### config.mk
export PLATFORM = sky130hd
export DESIGN_NAME = mult_div_unit
export DESIGN_NICKNAME = d
export VERILOG_FILES = /design/src/rtl/mult_div_unit.sv
export SDC_FILE = /design/constraint.sdc
export NUM_CORES = 1
export LEC_CHECK = 0
export ABC_AREA = 0
export BUFFER_PORTS_ARGS = -buffer_cell sky130_fd_sc_hd__buf_2
export CORE_MARGIN = 3
export CORE_UTILIZATION = 55
export DETAILED_ROUTE_END_ITERATION = 10
export HOLD_SLACK_MARGIN = 0.15
export PLACE_DENSITY = 0.74
export SLEW_MARGIN = 10
export SYNTH_ARGS = -nofsm -noshare
export SYNTH_HDL_FRONTEND = slang
export SYNTH_SLANG_ARGS = --single-unit
export TNS_END_PERCENT = 50
### constraint.sdc
create_clock -name clk -period 6.1 [get_ports clk]
set_input_delay 1.22 -clock clk [delete_from_list [all_inputs] [get_ports clk]]
set_output_delay 1.22 -clock clk [all_outputs]
set_load 0.01 [all_outputs]
### src/rtl/mult_div_unit.sv
// Iterative signed 32x32 multiply / divide unit: 32-cycle shift-add multiply
// and 32-cycle restoring divide on operand magnitudes with final sign fix-up.
module mult_div_unit (
  input  logic        clk,
  input  logic        reset,
  input  logic        Start,
  input  logic        MultOrDiv,
  input  logic [31:0] A,
  input  logic [31:0] B,
  output logic [31:0] Hi,
  output logic [31:0] Lo,
  output logic        Busy,
  output logic        Done,
  output logic        ErroDiv
);

  localparam int unsigned W  = 32;
  localparam int unsigned CW = 5;

  typedef enum logic [1:0] {IDLE, MULT, DIV, FINISH} state_e;

  state_e          state_q, state_d;
  logic [CW-1:0]   cnt_q, cnt_d;
  logic [2*W-1:0]  acc_q, acc_d;
  logic [W-1:0]    opb_q, opb_d;
  logic            neg_q, neg_d;
  logic            neg_rem_q, neg_rem_d;
  logic [W-1:0]    hi_q, hi_d;
  logic [W-1:0]    lo_q, lo_d;
  logic            err_q, err_d;

  logic [W-1:0]    a_mag, b_mag;
  logic [W:0]      mul_sum;
  logic [2*W-1:0]  mul_next, mul_res;
  logic [W:0]      div_shift, div_trial;
  logic [2*W-1:0]  div_next;
  logic [W-1:0]    quo_res, rem_res;

  // Datapath for one iteration; acc holds {partial product} or {remainder, quotient}
  always_comb begin
    a_mag     = A[W-1] ? W'(~A + W'(1)) : A;
    b_mag     = B[W-1] ? W'(~B + W'(1)) : B;
    mul_sum   = {1'b0, acc_q[2*W-1:W]} + (acc_q[0] ? {1'b0, opb_q} : (W+1)'(0));
    mul_next  = {mul_sum, acc_q[W-1:1]};
    mul_res   = neg_q ? (2*W)'(~mul_next + (2*W)'(1)) : mul_next;
    div_shift = {acc_q[2*W-1:W], acc_q[W-1]};
    div_trial = div_shift - {1'b0, opb_q};
    div_next  = div_trial[W] ? {div_shift[W-1:0], acc_q[W-2:0], 1'b0}
                             : {div_trial[W-1:0], acc_q[W-2:0], 1'b1};
    quo_res   = neg_q ? W'(~div_next[W-1:0] + W'(1)) : div_next[W-1:0];
    rem_res   = neg_rem_q ? W'(~div_next[2*W-1:W] + W'(1)) : div_next[2*W-1:W];
  end

  // Next-state and register updates
  always_comb begin
    state_d   = state_q;
    cnt_d     = cnt_q;
    acc_d     = acc_q;
    opb_d     = opb_q;
    neg_d     = neg_q;
    neg_rem_d = neg_rem_q;
    hi_d      = hi_q;
    lo_d      = lo_q;
    err_d     = err_q;
    unique case (state_q)
      IDLE: begin
        if (Start) begin
          cnt_d     = '0;
          err_d     = 1'b0;
          acc_d     = {W'(0), a_mag};
          opb_d     = b_mag;
          neg_d     = A[W-1] ^ B[W-1];
          neg_rem_d = A[W-1];
          if (!MultOrDiv) begin
            state_d = MULT;
          end else if (B == '0) begin
            err_d   = 1'b1;
            state_d = FINISH;
          end else begin
            state_d = DIV;
          end
        end
      end
      MULT: begin
        acc_d = mul_next;
        cnt_d = cnt_q + CW'(1);
        if (cnt_q == CW'(W-1)) begin
          {hi_d, lo_d} = mul_res;
          state_d      = FINISH;
        end
      end
      DIV: begin
        acc_d = div_next;
        cnt_d = cnt_q + CW'(1);
        if (cnt_q == CW'(W-1)) begin
          hi_d    = rem_res;
          lo_d    = quo_res;
          state_d = FINISH;
        end
      end
      FINISH: state_d = IDLE;
      default: state_d = IDLE;
    endcase
  end

  always_ff @(posedge clk or negedge reset) begin
    if (!reset) begin
      state_q   <= IDLE;
      cnt_q     <= '0;
      acc_q     <= '0;
      opb_q     <= '0;
      neg_q     <= 1'b0;
      neg_rem_q <= 1'b0;
      hi_q      <= '0;
      lo_q      <= '0;
      err_q     <= 1'b0;
    end else begin
      state_q   <= state_d;
      cnt_q     <= cnt_d;
      acc_q     <= acc_d;
      opb_q     <= opb_d;
      neg_q     <= neg_d;
      neg_rem_q <= neg_rem_d;
      hi_q      <= hi_d;
      lo_q      <= lo_d;
      err_q     <= err_d;
    end
  end

  assign Hi      = hi_q;
  assign Lo      = lo_q;
  assign ErroDiv = err_q;
  assign Busy    = (state_q != IDLE);
  assign Done    = (state_q == FINISH);

endmodule

======== Word-level counts from Yosys, hierarchy flattened ========
Cells that the tools add are included.
cells by class
  reduce and logical (&&, ||, !) cells .... 12
  equal/unequal tests ..................... 8
  muxes and demuxes ....................... 24
  bitwise gates (word level) .............. 6
  $add $sub $neg .......................... 8
operators by type and width
  operator                                                          count
  32-bit 2-to-1 mux                                                 9
  64-bit 2-to-1 mux                                                 3
  64-bit case mux with 3 select lines                               1
  32-bit by 1-bit adder with 32-bit output (second input constant)  4
  32-bit inverter                                                   4
  32-bit case mux with 2 select lines                               2
  64-bit by 1-bit adder with 64-bit output (second input constant)  1
  64-bit inverter                                                   1
  32-bit by 32-bit adder with 33-bit output                         1
  33-bit by 32-bit subtractor with 33-bit output                    1
  32-bit logical NOT                                                1
  5-bit case mux with 2 select lines                                1
  2-bit AND reduction                                               4
  2-bit 2-to-1 mux                                                  3
  2-bit inequality test (second input constant)                     3
  2-bit case mux with 3 select lines                                1
  2-bit nonzero test                                                3
  5-bit by 1-bit adder with 5-bit output (second input constant)    1
  5-bit equality test (second input constant)                       1
  5-bit 2-to-1 mux                                                  1
  2-bit equality test (second input constant)                       2
  1-bit 2-to-1 mux                                                  3
  3-bit AND reduction                                               1
  3-bit nonzero test                                                1
  5 further kinds                                                   5
word-level totals
  output and inout port bits .............. 67
  bits in registers ....................... 170
  input port bits ......................... 68

======== Logic depth before layout (Yosys ltp) ========
Gate-level depths: netlist of the first run.
  depth in word-level cells ............... 7
  mapped depth ............................ 22
  depth with buffers taken out ............ 20

======== Least setup slack after synthesis of the first run ========
No wires, ideal clock.
  path type ............................... flip-flop to flip-flop
  from .................................... register acc_q[56]
  to ...................................... register hi_q[24], in the netlist Hi[24]
  data required time ...................... 5.961 ns
  stages on the path, launching flop included .. 22
  library setup time ...................... 0.139 ns
  arrival time ............................ 4.736 ns
  buffers on the path ..................... 3
  path slack .............................. 1.225 ns
  path through ............................ dfrtp_1 ha_1 buf_2 a211o_1 a211o_1 a211o_1 a21o_1 o211a_4 inv_1 buf_2 buf_1 nor2_1 a21oi_1 ha_1 inv_1 nor4_1 and4b_1 a2bb2oi_1 nand4_1 o21ai_0 xor2_1 o221ai_1
between the ends
  word-level cells in the longest chain between the ends .. 7
  elaborated cells on any way between the ends .. 12
ends and longest elaborated chain
  item                                            line  source
  start, declared                                 24    logic [2*W-1:0] acc_q, acc_d;
  start signal, assigned                          110   acc_q <= '0;
  start signal, assigned                          120   acc_q <= acc_d;
  33-bit by 32-bit subtractor with 33-bit output  47    div_trial = div_shift - {1'b0, opb_q};
  64-bit 2-to-1 mux                               48    div_next = div_trial[W] ? {div_shift[W-1:0], acc_q[W-2:0], 1'b0}
  32-bit inverter                                 51    rem_res = neg_rem_q ? W'(~div_next[2*W-1:W] + W'(1)) : div_next[2*W-1:W];
  32-bit by 1-bit adder with 32-bit output        51
  32-bit 2-to-1 mux                               51
  32-bit 2-to-1 mux                               95    if (cnt_q == CW'(W-1)) begin
  32-bit case mux with 2 select lines (*)         65    unique case (state_q)
  end signal, assigned                            124   hi_q <= hi_d;
  end, declared                                   28    logic [W-1:0] hi_q, hi_d;
Mark *: on every way between the ends. The rest lies on a longest branch, timed or not. The select of a mux whose other input is x is not followed.
A chain may end at the register's enable or synchronous reset.

======== Worst setup path after layout of the first run ========
  from .................................... register acc_q[31]
  to ...................................... register hi_q[30], in the netlist Hi[30]
Same word-level chain as after synthesis.

==> impl_metrics.env, run 1 <==
export IMPL_synth_seq_cells=170
export IMPL_wl_per_cell_microns=21.8
export IMPL_overflow=0
export IMPL_path_delay_family="compound AO/OA/AOI/OAI gates"
export IMPL_critPathMaxStageDelay_ns=0.50
export IMPL_start_util_pct=56.8
export IMPL_grt_max_degree=107
export IMPL_crit_buf_inv=3
export IMPL_drc=0
export IMPL_dr_wl_met2_microns=24600
export IMPL_finClkSkew_ns=0.0212
export IMPL_routed_wl_microns=57600
export IMPL_antenna_found_initial=0
export IMPL_netlist_instances=2213
export IMPL_vdd_drop_max_uv=597
export IMPL_cts_sinks=170
export IMPL_grt_pass1_wl_microns=90300
export IMPL_maxSlewHeadroom_pct=12.3
export IMPL_vias=17300
export IMPL_tightest_slew_ns=1.31
export IMPL_grt_usage_pct=34.8
export IMPL_die_area_sq_um=32200
export IMPL_top_layer_used="met4"
export IMPL_r2r_start="acc_q[31]"
export IMPL_drive_gt1_share_pct=10.7
export IMPL_place_congestion=0.997
export IMPL_root_buffer="clkbuf_16"
export IMPL_clkTransAtPathRegs_ns=0.08
export IMPL_cellPowerDensity_nw_per_um2=639
export IMPL_drt_iter0_markers=1815
export IMPL_layout_setup_ws_ns=0.580
export IMPL_grt_pass1_vias=16000
export IMPL_cts_resized=0
export IMPL_finalCriticalPeriod_ns=5.52
export IMPL_core_area_sq_um=29200
export IMPL_cts_made_buffers=17
export IMPL_clockBufferDepth=2
export IMPL_viasPerCell=6.55
export IMPL_arrival_ns=5.86
export IMPL_cts_tree="done"
export IMPL_synthTopCellsByArea="dfrtp_1 (26%), nand2_1 (7.2%), o21ai_0 (6.8%)"
export IMPL_grt_setup_unrepaired="false"
export IMPL_synth_avg_cell_area_sq_um=7.49
export IMPL_finalSetupViolCount=0
export IMPL_antennaDiodeCount=0
export IMPL_io_pins=135
export IMPL_syn_area_sq_um=16600
export IMPL_synth_edf_count=0
export IMPL_slew_violations=0
export IMPL_min_period_over_period_pct=90.5
export IMPL_die_x_microns=180
export IMPL_clk_latency_ns=0.47
export IMPL_crit_top_cell="inv_1"
export IMPL_slowest_stage="a2bb2oi_1"
export IMPL_post_cts_buffers=0
export IMPL_critPathKind="flop to flop"
export IMPL_yosysUniqueCellTypes=93
export IMPL_final_nets=2385
export IMPL_h_tree_depth=4
export IMPL_postCtsHoldBufs=0
export IMPL_max_freq_mhz=181
export IMPL_critPathRequiredTime_ns=6.44
export IMPL_crit_start="acc_q[31]"
export IMPL_synth_nets=2359
export IMPL_worst_path_max_fanout=7
export IMPL_yosys_area_top_type="dfrtp_1"
export IMPL_cp_end_kind="flop"
export IMPL_hold_viol=0
export IMPL_status="complete, no violations"
export IMPL_finalSetupTns_ns=0
export IMPL_place_ws_ns=0.777
export IMPL_hp_start="Hi[5]"
export IMPL_yosys_warnings=0
export IMPL_routedLengthMet1_microns=24900
export IMPL_cap_violations=0
export IMPL_synth_top_area_share_pct=25.7
export IMPL_ant_nets=0
export IMPL_area_growth_syn_to_layout_pct=8.01
export IMPL_async_flop_share_pct=100
export IMPL_drt_pass1_iterations=6
export IMPL_dpl_hpwl_microns=44000
export IMPL_path_cells="inv_1, ha_1, fa_1, nor2b_1, o31a_1, o21ai_1, a211o_1, o211a_4, inv_1, nor2_1, a21oi_1, ha_1, inv_1, nor4_1, and4b_1, a2bb2oi_1, nand4_1, nor3_2, mux2i_1, o31ai_1"
export IMPL_synthFlopType="dfrtp_1"
export IMPL_yosysSeqAreaShare_pct=25.7
export IMPL_fp_dieH_microns=180
export IMPL_cellLeakagePower_nw=7.97
export IMPL_met3_length_microns=5790
export IMPL_cp_start_kind="flop"
export IMPL_min_path_type="flop to flop"
export IMPL_num_rows=62
export IMPL_port_buffers=134
## tightest hold or removal path, stage by stage, from the launching register on
cell	delay (ns)
dfrtp_1	0.34
nand2_1	0.05
o21ai_0	0.06
## synthesized netlist by cell type, types with 26 or more instances
library cell / number
nand2_1: 320
inv_1: 70
a221oi_1: 30
ha_1: 76
dfrtp_1: 170
o21ai_0: 226
xnor2_1: 97
nand3_1: 26
a21oi_1: 150
nor2_1: 213
o31ai_1: 73
xor2_1: 100
clkbuf_1: 113
a21o_1: 30
nor3_1: 38
or3_1: 31
## power breakdown
part | internal [mW] | leakage (nW) | total, mW | switching, mW
Clock | 0.543 | 0.278 | 1.11 | 0.568
Combinational | 2.90 | 5.43 | 8.32 | 5.42
Sequential | 1.43 | 2.26 | 2.00 | 0.568
## final timing paths
| kind | end | depth (start not counted) | slack (ns) |
|---|---|---|---|
| min in group asynchronous | acc_q[43] | 1 | 0.78 |
| max in group asynchronous | acc_q[16] | 2 | 3.97 |
| hold reg to reg | Hi[5] | 2 | 0.47 |
| setup reg to reg | Hi[30] | 20 | 0.58 |
| setup / recovery | Hi[30] | 20 | 0.58 |
| hold / removal | Hi[5] | 2 | 0.47 |
## flip-flops by register name (all words and copies together), names as in the netlist
| register | flops |
|---|---|
| cnt_q | 5 |
| ErroDiv | 1 |
| Lo | 32 |
| opb_q | 32 |
| neg_q | 1 |
| state_q | 2 |
| Hi | 32 |
| acc_q | 64 |
| neg_rem_q | 1 |
## stage by stage
stage          util [%]  instance area [sq um]  power (mW)  cells  hold slack (ns)
2_1_floorplan         -                  16600        7.87   2213            0.450
3_3_place_gp       59.4                  17300        9.92   2604            0.451
3_5_place_dp       59.4                  17300        10.0   2604            0.464
4_1_cts            61.4                  17900        11.2   2636            0.480
5_1_grt            61.4                  17900        12.2   2636            0.490
6_report           61.4                  17900        11.4   2636            0.472
## cells in the final DEF, fill, tap and decap left out, types with 12 or more instances in the layout
master and instances:
a221oi_1 30, o21ai_0 226, inv_1 70, nand4_1 18
nand2_1 319, nor2_1 213, a21oi_1 149, xor2_1 100
a31oi_1 19, o211ai_1 15, xnor2_1 97, buf_4 19
nor3_1 38, clkbuf_16 17, buf_2 133, a22oi_1 18
nand3_1 26, a21o_1 30, nor4_1 22, and3_1 12
and2_1 24, ha_1 74, a211oi_1 16, o41ai_1 13
o21a_1 21, or3_1 31, o31ai_1 73, dfrtp_1 169
mux2i_1 23, or4_1 21
## routing by layer
| layer | vias up | global-route usage (%) |
|---|---|---|
| met5 | - | 0 |
| met4 | 0 | 13.6 |
| met3 | 143 | 8.23 |
| met2 | 926 | 52.2 |
| met1 | 8145 | 48.5 |
| li1 | 8061 | - |
## logic make-up after synthesis
family | after synthesis | synth area share (%)
and+or+nand+nor | 796 | 22.4
AOI/OAI and AO/OA | 723 | 28.4
buffers and inverters | 218 | 5.13
xor gates and xnor gates | 197 | 10.4
DFF | 170 | 25.7
adders and majority gates | 78 | 5.98
muxes | 31 | 2.02
## area by class of cell
| type | count | area, sq um |
|---|---|---|
| inverter | 72 | 270 |
| sequential | 170 | 4260 |
| multi-input combinational | 1825 | 11500 |
| clock inverter | 15 | 140 |
| fill | 2718 | 11300 |
| tap | 384 | 480 |
| clock buffer | 17 | 425 |
| timing repair buffer | 153 | 820 |
(Power assumes the default switching activity.)
==> inputs of run 2 (changes only) <==
- BUFFER_PORTS_ARGS: -buffer_cell sky130_fd_sc_hd__buf_2 -> unset
- CELL_PAD_IN_SITES_DETAIL_PLACEMENT: unset -> 1
- CELL_PAD_IN_SITES_GLOBAL_PLACEMENT: unset -> 2
- CORE_UTILIZATION: 55 -> 39
- DONT_BUFFER_PORTS: unset -> 1
- PLACE_DENSITY: 0.74 -> 0.83
==> run 2 against run 1 <==
  * Wire length up 12%
  * First-iteration DRC count down 23%
  * Die area up 40%
  * Design area down 2.7%
  * Fmax down 3.1%
  * Highest routed layer is now met5
==> impl_metrics.env, run 2 (same netlist as run 1, synthesis figures left out) <==
export IMPL_antennaDiodeCount=0
export IMPL_status="complete, no violations"
export IMPL_cellPowerDensity_nw_per_um2=666
export IMPL_cts_tree="done"
export IMPL_min_path_type="input port to async pin"
export IMPL_largest_reg_flops=64
export IMPL_place_congestion=0.918
export IMPL_cts_sinks=170
export IMPL_num_rows=74
export IMPL_max_freq_mhz=176
export IMPL_cellLeakagePower_nw=7.31
export IMPL_die_x_microns=212
export IMPL_io_pins=135
export IMPL_placed_area_sq_um=16800
export IMPL_finalSetupTns_ns=0
export IMPL_arrival_ns=6.08
export IMPL_root_buffer="clkbuf_16"
export IMPL_maxSlewHeadroom_pct=23.6
export IMPL_port_buffers=0
export IMPL_drive_gt1_share_pct=4.69
export IMPL_postLayoutCoreUtil_pct=42.1
export IMPL_drt_iter0_markers=1395
export IMPL_clk_latency_ns=0.50
export IMPL_ff2ff_setup_slack_ns=0.40
export IMPL_top_register="acc_q"
export IMPL_fp_dieH_microns=212
export IMPL_drc=0
export IMPL_hold_viol=0
export IMPL_grt_pass1_wl_microns=98800
export IMPL_wl_per_cell_microns=24.3
export IMPL_min_period_over_period_pct=93.4
export IMPL_worst_path_max_fanout=12
export IMPL_finClkSkew_ns=0.0172
export IMPL_finalInstanceArea_sq_um=17400
export IMPL_start_util_pct=40.0
export IMPL_finalSetupViolCount=0
export IMPL_cap_violations=0
export IMPL_final_common_cell="nand2_1"
export IMPL_slew_violations=0
export IMPL_cts_resized=0
export IMPL_antenna_found_initial=1
export IMPL_vias=16500
export IMPL_postCtsHoldBufs=0
export IMPL_overflow=0
export IMPL_fin_cells=2645
export IMPL_die_area_sq_um=45000
export IMPL_routed_wl_microns=64400
export IMPL_clkTransAtPathRegs_ns=0.08
export IMPL_critPathKind="flop to flop"
export IMPL_h_tree_depth=4
export IMPL_cp_end_kind="flop"
export IMPL_power_mw=11.6
export IMPL_grt_usage_pct=28.5
export IMPL_grt_pass1_vias=16400
export IMPL_viasPerCell=6.25
export IMPL_critPathRequiredTime_ns=6.48
export IMPL_cts_made_buffers=17
export IMPL_grt_max_degree=171
export IMPL_core_area_sq_um=41400
export IMPL_tightest_slew_ns=1.15
export IMPL_area_growth_syn_to_layout_pct=5.07
export IMPL_post_cts_buffers=0
export IMPL_cp_start_kind="flop"
export IMPL_ant_nets=0
export IMPL_layout_common_cells="nand2_1 (319), o21ai_0 (226), nor2_1 (213)"
export IMPL_dp_cells=2613
export IMPL_clockBufferDepth=2
export IMPL_final_nets=2246
export IMPL_dpl_hpwl_microns=49600
export IMPL_vdd_drop_max_uv=839
export IMPL_finalCriticalPeriod_ns=5.70
export IMPL_grt_setup_unrepaired="false"
export IMPL_drt_pass1_iterations=5
[run 2: cell count changes in the layout (fill, tap and decap cells not counted), sizes merged]
| cell | before | now |
|---|---|---|
| clkbuf | 17 | 20 |
| bufinv | 0 | 3 |
| clkinv | 4 | 2 |
| clkinvlp | 1 | 4 |
| buf | 153 | 14 |
| inv | 82 | 75 |
[run 2: power breakdown]
group | internal, mW | leakage, nW | switching (mW)
Sequential | 1.43 | 2.26 | 0.544
Clock | 0.658 | 0.284 | 0.538
Combinational | 2.87 | 4.77 | 5.55
Total | 4.96 | 7.31 | 6.63
[run 2: final cells by class]
class                           instances  area, sq um
Multi-Input combinational cell       1825        11500
Inverter                               72          270
Sequential cell                       170         4260
Clock buffer                           20          447
Clock inverter                         12          160
Fill cell                            5094        24000
Timing Repair Buffer                   14          105
Tap cell                              532          666
[run 2: path summary, 6_finish.rpt]
path,startpoint,to,depth (start not counted)
worst max-delay path,acc_q[0],Hi[30],14
worst min-delay path,reset,opb_q[8],0
worst max register to register,acc_q[0],Hi[30],14
worst min register to register,opb_q[19],opb_q[19],2
max in group asynchronous,reset,neg_q,0
min in group clk,opb_q[19],opb_q[19],2
[run 2: through the flow]
stage               hold WS (ns)  setup slack [ns]
finish                     0.412             0.404
detailed placement         0.476             0.551
global route               0.386             0.136
CTS                        0.383             0.527
floorplan                  0.450              1.22
global placement           0.463             0.625
[run 2: critical path, stage by stage (launching register included)]
cell and delay (ns):
dfrtp_1 0.46, inv_1 0.45, nor2_1 0.13, ha_1 0.41, a21o_1 0.26, a21oi_1 0.45, a21o_1 0.24, a31oi_1 0.11
or3_1 0.35, a222oi_1 1.01, nand4_2 0.48, or2_1 0.40, or4_1 0.51, a21oi_1 0.19, o31ai_1 0.11
[run 2: routing by layer]
layer | global-route usage (%) | wire length (microns)
met5 | 0 | 13
met4 | 10.5 | 2110
met3 | 5.71 | 3850
met2 | 42.2 | 27700
met1 | 41.2 | 30700
==> inputs of run 3 (changes only) <==
- CTS_BUF_LIST: unset -> sky130_fd_sc_hd__clkbuf_2 sky130_fd_sc_hd__clkbuf_4 sky130_fd_sc_hd__clkbuf_8
==> run 3 against run 2 <==
  * Fmax is essentially flat
  * Final cell count is the same
  * Clock skew up 0.0093 ns
  * Critical path depth stayed put
  * First-iteration DRC count down 2.2%
  * Clock power decreased by 22%
  * Register-to-register slack is essentially flat
  * Wire length shrank 0.27%
  * Combinational power about the same
  * Sequential cell count stayed put
  * Utilization fell by 0.44 points
  * Total power down 2.4%
  * Largest cell class unchanged
  * Largest power group unchanged
  * Highest routed layer unchanged
==> impl_metrics.env, run 3 (same netlist as run 1, synthesis figures left out) <==
export IMPL_status="complete, no violations"
export IMPL_ant_nets=0
export IMPL_ff2ff_setup_slack_ns=0.41
export IMPL_routed_wl_microns=64200
export IMPL_vias=16500
export IMPL_drive_gt1_share_pct=4.78
export IMPL_slew_violations=0
export IMPL_cp_end_kind="flop"
export IMPL_wl_per_cell_microns=24.3
export IMPL_multi_input_area_sq_um=11500
export IMPL_grt_pass1_wl_microns=98400
export IMPL_hold_viol=0
export IMPL_critPathMaxStageDelay_ns=1.01
export IMPL_h_tree_depth=4
export IMPL_postCtsHoldBufs=0
export IMPL_port_buffers=0
export IMPL_root_buffer="clkbuf_8"
export IMPL_die_area_sq_um=45000
export IMPL_drt_iter0_markers=1365
export IMPL_hold_ws_ns=0.314
export IMPL_path_cells="inv_1, nor2_1, ha_1, a21o_1, a21oi_1, a21o_1, a31oi_1, or3_1, a222oi_1, nand4_2, or2_1, or4_1, a21oi_1, o31ai_1"
export IMPL_drt_pass1_iterations=7
export IMPL_dpl_hpwl_microns=49600
export IMPL_cp_start_kind="flop"
export IMPL_grt_pass1_vias=16400
export IMPL_critPathRequiredTime_ns=6.57
export IMPL_grt_usage_pct=28.4
export IMPL_regArea_sq_um=4260
export IMPL_worst_path_max_fanout=12
export IMPL_start_util_pct=40.0
export IMPL_tightest_slew_ns=1.14
export IMPL_die_x_microns=212
export IMPL_num_fill_cells=5107
export IMPL_cts_tree="done"
export IMPL_layout_common_cells="nand2_1 (319), o21ai_0 (226), nor2_1 (213)"
export IMPL_post_cts_buffers=0
export IMPL_finClkSkew_ns=0.0265
export IMPL_io_pins=135
export IMPL_crit_end="Hi[30]"
export IMPL_clk_latency_ns=0.59
export IMPL_antennaDiodeCount=0
export IMPL_largest_reg_flops=64
export IMPL_num_rows=74
export IMPL_min_path_type="input port to async pin"
export IMPL_maxSlewHeadroom_pct=23.7
export IMPL_area_growth_syn_to_layout_pct=3.96
export IMPL_reg2reg_to="Hi[30]"
export IMPL_viasPerCell=6.24
export IMPL_finalInstanceArea_sq_um=17200
export IMPL_place_congestion=0.918
export IMPL_cts_resized=0
export IMPL_fp_dieH_microns=212
export IMPL_final_nets=2246
export IMPL_drc=0
export IMPL_cellPowerDensity_nw_per_um2=656
export IMPL_overflow=0
export IMPL_crit_start="acc_q[0]"
export IMPL_final_common_cell="nand2_1"
export IMPL_reg2reg_depth=14
export IMPL_finalSetupTns_ns=0
export IMPL_crit_buf_inv=1
export IMPL_cts_made_buffers=17
export IMPL_arrival_ns=6.16
export IMPL_finalCriticalPeriod_ns=5.69
export IMPL_finalSetupViolCount=0
export IMPL_clockBufferDepth=2
export IMPL_min_period_over_period_pct=93.3
export IMPL_grt_setup_unrepaired="false"
export IMPL_core_area_sq_um=41400
export IMPL_cts_sinks=170
export IMPL_critPathKind="flop to flop"
export IMPL_antenna_found_initial=1
export IMPL_crit_cells=14
export IMPL_placed_area_sq_um=16800
export IMPL_path_delay_family="compound AO/OA/AOI/OAI gates"
export IMPL_r2r_start="acc_q[0]"
export IMPL_grt_max_degree=171
export IMPL_top_register="acc_q"
export IMPL_clkTransAtPathRegs_ns=0.11
export IMPL_max_freq_mhz=176
export IMPL_cap_violations=0
export IMPL_slowest_stage="a222oi_1"
export IMPL_vdd_drop_max_uv=837
export IMPL_cellLeakagePower_nw=7.23
run 3: worst min path at each step:
stage,startpoint,to,slack [ns],cells past startpoint
after CTS,reset,opb_q[12],0.28,0
after global routing,reset,opb_q[12],0.29,0
after global placement,opb_q[27],opb_q[27],0.46,2
after floorplan,opb_q[10],opb_q[10],0.45,2
after detailed placement,opb_q[17],opb_q[17],0.48,2
final,reset,opb_q[12],0.31,0
run 3: area by class of cell:
| type | instances | share of cell area [%] |
|---|---|---|
| Multi-Input combinational cell | 1825 | 66.8 |
| Sequential cell | 170 | 24.7 |
| Tap cell | 532 | 3.86 |
| Inverter | 72 | 1.57 |
| Clock buffer | 20 | 1.53 |
| Clock inverter | 12 | 0.930 |
| Timing Repair Buffer | 14 | 0.610 |
run 3: worst register-to-register path, cell delays in order, from the launching register on:
cell and delay [ns]:
dfrtp_1 0.48, inv_1 0.43, nor2_1 0.14, ha_1 0.41
a21o_1 0.26, a21oi_1 0.45, a21o_1 0.24, a31oi_1 0.11
or3_1 0.35, a222oi_1 1.01, nand4_2 0.49, or2_1 0.41
or4_1 0.51, a21oi_1 0.20, o31ai_1 0.11
run 3: report_power, final:
group          total (mW)  internal (mW)  switching, mW  leakage, nW
Clock               0.933          0.428          0.505        0.204
Combinational        8.40           2.87           5.53         4.77
Sequential           1.97           1.43          0.542         2.26
Total                11.3           4.73           6.58         7.23
run 3: stage by stage:
stage	util (%)	power, mW	instances	setup slack, ns
3_5_place_dp	40.6	10.2	2613	0.551
3_3_place_gp	40.6	10.1	2613	0.625
4_1_cts	41.6	11.2	2645	0.531
6_report	41.6	11.3	2645	0.409
5_1_grt	41.6	12.2	2645	0.136
2_1_floorplan	-	7.87	2213	1.22
run 3: metal layers:
| layer | up-vias | global-route usage (%) | part of all wire [%] |
|---|---|---|---|
| met5 | - | 0 | 0.020 |
| met3 | 107 | 5.98 | 6.5 |
| met4 | 2 | 11.5 | 3.8 |
| li1 | 7774 | - | - |
| met1 | 8163 | 40.8 | 47 |
| met2 | 472 | 41.6 | 42 |
